File: config.mk
export PLATFORM = sky130hd
export DESIGN_NAME = dtlb_assoc
export DESIGN_NICKNAME = d
export VERILOG_FILES = /design/src/rtl/dtlb_assoc.sv
export SDC_FILE = /design/constraint.sdc
export NUM_CORES = 1
export LEC_CHECK = 0
export CAP_MARGIN = 20
export CORE_AREA = 3 3 195 102
export DETAILED_ROUTE_END_ITERATION = 16
export DIE_AREA = 0 0 198 105
export PLACE_DENSITY = 0.67
export SYNTH_ARGS = -nofsm -noshare
export SYNTH_HDL_FRONTEND = slang
export SYNTH_SLANG_ARGS = --single-unit
File: constraint.sdc
create_clock -name clk -period 4.45 [get_ports clk]
set_input_delay 0.89 -clock clk [delete_from_list [all_inputs] [get_ports clk]]
set_output_delay 0.89 -clock clk [all_outputs]
set_load 0.03 [all_outputs]
File: src/rtl/dtlb_assoc.sv
// Fully-associative D-TLB: same-cycle VA->PA lookup, in-place/invalid-first/round-robin fill.
// Latency: paddr/miss combinational (0 cycles); table, pending bits and counters update at clk edge.
// Backpressure: none; one lookup and one write accepted every cycle, miss_pending tells the pipe to stall.
module dtlb_assoc #(
    parameter int N_ENTRIES = 8,
    parameter int VADDR_W   = 20,
    parameter int PADDR_W   = 20,
    parameter int OFFSET_W  = 12,
    parameter int N_THREADS = 4,
    parameter int CNT_W     = 16,
    localparam int TID_W    = $clog2(N_THREADS),
    localparam int VPN_W    = VADDR_W - OFFSET_W,
    localparam int PPN_W    = PADDR_W - OFFSET_W
) (
    input  logic                 clk,
    input  logic                 rst,
    input  logic                 mode,
    input  logic                 req_valid,
    input  logic                 req_mem,
    input  logic [TID_W-1:0]     req_thread,
    input  logic [VADDR_W-1:0]   req_vaddr,
    output logic [PADDR_W-1:0]   paddr,
    output logic                 miss,
    input  logic                 write_en,
    input  logic [TID_W-1:0]     write_thread,
    input  logic [VPN_W-1:0]     write_vpn,
    input  logic [PPN_W-1:0]     write_ppn,
    input  logic                 flush,
    output logic [N_THREADS-1:0] miss_pending,
    output logic [CNT_W-1:0]     hit_count,
    output logic [CNT_W-1:0]     miss_count
);

    localparam int IDX_W = $clog2(N_ENTRIES);
    localparam int BYP_W = (VADDR_W > PADDR_W) ? VADDR_W : PADDR_W;

    // Translation table; only the valid bits need a reset value.
    logic [N_ENTRIES-1:0] valid_q;
    logic [VPN_W-1:0]     vpn_q [N_ENTRIES];
    logic [PPN_W-1:0]     ppn_q [N_ENTRIES];
    logic [IDX_W-1:0]     rr_ptr;

    logic                 lookup;
    logic                 tbl_match;
    logic                 hit;
    logic [IDX_W-1:0]     hit_idx;
    logic [VPN_W-1:0]     req_vpn;
    logic [BYP_W-1:0]     byp_ext;

    logic                 wr_fire;
    logic                 wr_hit;
    logic [IDX_W-1:0]     wr_hit_idx;
    logic                 any_free;
    logic [IDX_W-1:0]     free_idx;
    logic [IDX_W-1:0]     wr_idx;
    logic                 wr_evict;

    assign req_vpn = req_vaddr[VADDR_W-1:OFFSET_W];
    assign lookup  = req_valid & req_mem & ~mode;
    assign hit     = lookup & tbl_match;
    assign miss    = lookup & ~tbl_match;
    assign byp_ext = BYP_W'(req_vaddr);
    assign wr_fire = write_en & ~flush;

    // CAM search of the request VPN against the table as it stood at the start of the cycle.
    always_comb begin
        tbl_match = 1'b0;
        hit_idx   = '0;
        for (int i = 0; i < N_ENTRIES; i++) begin
            if (valid_q[i] && (vpn_q[i] == req_vpn)) begin
                tbl_match = 1'b1;
                hit_idx   = IDX_W'(i);
            end
        end
    end

    // Physical address: supervisor bypass, translated on hit, zero otherwise.
    always_comb begin
        paddr = '0;
        if (mode) begin
            paddr = byp_ext[PADDR_W-1:0];
        end else if (hit) begin
            paddr = {ppn_q[hit_idx], req_vaddr[OFFSET_W-1:0]};
        end
    end

    // Pick the write slot: existing VPN first, then lowest invalid entry, then round-robin victim.
    always_comb begin
        wr_hit     = 1'b0;
        wr_hit_idx = '0;
        any_free   = 1'b0;
        free_idx   = '0;
        for (int i = 0; i < N_ENTRIES; i++) begin
            if (valid_q[i] && (vpn_q[i] == write_vpn)) begin
                wr_hit     = 1'b1;
                wr_hit_idx = IDX_W'(i);
            end
        end
        // Scan downwards so the lowest free index is the one left standing.
        for (int i = N_ENTRIES - 1; i >= 0; i--) begin
            if (!valid_q[i]) begin
                any_free = 1'b1;
                free_idx = IDX_W'(i);
            end
        end
        wr_evict = ~wr_hit & ~any_free;
        if (wr_hit) begin
            wr_idx = wr_hit_idx;
        end else if (any_free) begin
            wr_idx = free_idx;
        end else begin
            wr_idx = rr_ptr;
        end
    end

    // Valid bits and replacement pointer; flush beats a same-cycle write.
    always_ff @(posedge clk or negedge rst) begin
        if (!rst) begin
            valid_q <= '0;
            rr_ptr  <= '0;
        end else if (flush) begin
            valid_q <= '0;
            rr_ptr  <= '0;
        end else if (write_en) begin
            valid_q[wr_idx] <= 1'b1;
            if (wr_evict) begin
                rr_ptr <= rr_ptr + 1'b1;
            end
        end
    end

    // Entry payload storage; contents are meaningless until the valid bit is set.
    always_ff @(posedge clk) begin
        if (wr_fire) begin
            vpn_q[wr_idx] <= write_vpn;
            ppn_q[wr_idx] <= write_ppn;
        end
    end

    // Per-thread pending miss: a TLBWRITE from the thread clears it, and wins over a new miss.
    always_ff @(posedge clk or negedge rst) begin
        if (!rst) begin
            miss_pending <= '0;
        end else if (flush) begin
            miss_pending <= '0;
        end else begin
            for (int t = 0; t < N_THREADS; t++) begin
                if (write_en && (write_thread == TID_W'(t))) begin
                    miss_pending[t] <= 1'b0;
                end else if (miss && (req_thread == TID_W'(t))) begin
                    miss_pending[t] <= 1'b1;
                end
            end
        end
    end

    // Saturating hit/miss statistics; flush leaves them alone.
    always_ff @(posedge clk or negedge rst) begin
        if (!rst) begin
            hit_count  <= '0;
            miss_count <= '0;
        end else begin
            if (hit && (hit_count != {CNT_W{1'b1}})) begin
                hit_count <= hit_count + 1'b1;
            end
            if (miss && (miss_count != {CNT_W{1'b1}})) begin
                miss_count <= miss_count + 1'b1;
            end
        end
    end

endmodule

==> impl_results.md <==
* Status: finished, final reports clean
* Routed vias at 6846
* Peak VDD IR at 0.282 mV
* Endpoints failing setup at 0
* Die span in x at 198 um
* Core footprint at 0.0182 mm^2
* Synth top area share at 0.425
* First-pass GRT wire length at 38.1 mm
* Post-DP HPWL at 17.7 mm
* Routed WL at 25.0 mm
* Yosys warnings at 0
* Hold violation total from the final report at 0
* TritonCTS clock tree: yes
* Dpl ws at -0.223 ns
* Synth Area in Compound Gates at 0.0807
* Synth area leader: edfxtp_1
* Ports at 104
* Clk sinks at 175
* Leak at 4.54 nW
* # port buffers at 103
* Maximum root-to-sink buffer count at 2
* Slew Limit Fails at 0
* P per Cell Area at 323 mW/mm^2
* RD Place Congestion at 0.965
* Critical Path Fanout Max at 8
* Reg clk slew, reported paths at 0.07 ns
* CP Cell Sequence: dlygate4sd2_1 -> buf_12 -> xnor2_2 -> nand3_1 -> or3_4 -> a211oi_4 -> o221ai_1 -> buf_4 -> o21ai_0 -> a211oi_1 -> nor3_2 -> buf_12
* WP data required at 3.56 ns
* Clock Latency Late Sink at 0.44 ns
* Wire per inst at 21.1 um
* Initial Util at 0.497
* # hold bufs at CTS at 0
* Slew headroom at 0.594
* Worst slew pin tran at 0.601 ns
* Layout Area Growth over Synthesis at 32.8%
* Worst endpoint data arrival time at 3.48 ns
* Clock root cell: clkbuf_16
* Post-Synth Adder-Cell Area at 0.00415
* Vias in the first global route at 6856
* Count leader, synth: edfxtp_1
* Layout cells sized above 1 at 0.208
* Total global-route track usage at 0.244
* Drt first-iter violations at 560
* Post-synth EDFFs at 128
* Mean Syn Cell Area at 12.0 um^2
* Post-DR vias/cell at 5.78
* Final net count at 981
* Die Height at 105 um
* Commonest cells in the netlist: edfxtp_1, xnor2_1, dfrtp_1, xor2_1, nand3_1
* CP peak stage delay at 0.44 ns
* Max cap viols at 0
* Main combinational cell family by area after synthesis: XOR/XNOR gates
* FMAX at 229 MHz
* Post-synthesis xor/xnor area fraction at 0.154
* Top cells by area, synth: edfxtp_1, dfrtp_1, xnor2_1, xor2_1, nand4_1
* Hold_ws at 0.282 ns
* Synthesized flop and latch total at 175
* DRT antenna net count at 0
* Antenna cell count at 0
* Row count at 35
* CTS H-Tree Depth at 4
* Setup Crit Path Kind: in -> out
* Tot Pwr at 3.88 mW
* Syn nets at 804
* Final period util at 0.981
* Async SR Flop Fraction at 0.269
* Crit-path most repeated cell: buf_12
* Placed standard-cell area at 0.0110 mm^2
* Seq/Total Area, Yosys at 0.555
* Primary FF master, synth: edfxtp_1
* Slowest cell on crit path: or3_4
* Crit path time final at 4.37 ns
* Worst clock skew at 0.0118 ns
* Setup ws final at 0.0841 ns
* Remaining DRCs at 0
* Die ar. at 0.0208 mm^2
* Pin count of the biggest net entering global routing at 48
* Cells after synthesis at 754
* CTS Buf Count at 17
* GRT overflow at 0
* Initial antenna violation count at 0
* CP Launch Type: primary input
* Detailed Routing Iterations Pass 1 at 5
* Final instance area at 0.0120 mm^2
* Post-synthesis simple-gate area fraction at 0.154
* Mapped cell area at 0.00905 mm^2
* Crit end category: output port
* Hold crit path type: in -> async
* Synth unique cells at 62
* Post-synthesis mux area share at 0.0213
-- metrics by stage --
step                  TNS (ns)  utilization  instances
global placement         -2.88        0.605       1147
floorplan                    0            -        754
CTS                          0        0.654       1183
global route        -0.0000346        0.660       1184
detailed placement       -3.55        0.605       1147
finish                       0        0.660       1184
-- sequential cells by signal, indices dropped and copies added (netlist names) --
register      cells
miss_count       16
hit_count        16
rr_ptr            3
ppn_q            64
vpn_q            64
valid_q           8
miss_pending      4
-- placed cells by master, fill, tap and decap left out, types with 26 or more instances in the layout --
cell,Yosys,final
a21oi_1,30,30
buf_4,2,70
clkdlybuf4s50_1,0,73
dfrtp_1,47,47
edfxtp_1,128,128
nand2_1,34,34
nand3_1,39,39
nand4_1,33,33
nor3_1,31,26
xnor2_1,116,92
xor2_1,41,41
-- cell type report --
class / instances / area [um^2]
timing repair buffer: 191 / 1970
fill: 1391 / 6200
clock buffer: 19 / 433
multi-input combinational: 528 / 4070
inverter: 18 / 67.6
tap: 240 / 300
sequential: 175 / 5020
clock inverter: 13 / 163
-- critical path, delay by kind of cell --
| family | cells | cell delay [ns] |
|---|---|---|
| buf+inv | 4 | 0.79 |
| xor+xnor | 1 | 0.18 |
| compound gates | 4 | 0.78 |
| simple gates | 3 | 0.83 |
-- logic make-up after synthesis --
family,after synthesis
multiplexers,19
XOR/XNOR,158
AO/OA/AOI/OAI,103
AND/OR/NAND/NOR,245
buffers and inverters,51
adder cells (fa/ha/maj),3
flip-flops,175
-- layer usage --
metal,vias up,share of wire,global-route usage
met5,-,0,0
met4,0,0.022,0.0853
met3,36,0.068,0.0528
met2,268,0.46,0.391
met1,3403,0.45,0.329
li1,3139,-,-
-- worst paths after layout --
check / startpoint / to / slack, ns / cells past startpoint
setup / recovery: req_vaddr[17] / paddr[13] / 0.08 / 12
hold / removal: rst / miss_count[10]$_DFFE_PN0P_ / 0.28 / 1
setup reg to reg: vpn_q[0][3]$_DFFE_PP_ / ppn_q[2][6]$_DFFE_PP_ / 1.36 / 10
hold reg to reg: miss_count[6]$_DFFE_PN0P_ / miss_count[6]$_DFFE_PN0P_ / 0.50 / 1
max in group asynchronous: rst / valid_q[1]$_DFFE_PN0P_ / 3.72 / 2
min in group clk: miss_count[6]$_DFFE_PN0P_ / miss_count[6]$_DFFE_PN0P_ / 0.50 / 1
-- power breakdown --
part	switching (mW)	internal (mW)	total, mW
clock network	0.657	0.886	1.54
logic	0.273	0.226	0.499
registers	0.0401	1.80	1.84
total	0.970	2.91	3.88
-- repair_timing --
item	4_1_cts	5_1_grt
setup buffers	4	0
endpoints found under the setup margin	20	19
hold endpoints to repair	0	0
pin swaps	10	2
gates resized for setup	51	19
Power figures use the tool's default switching activity.
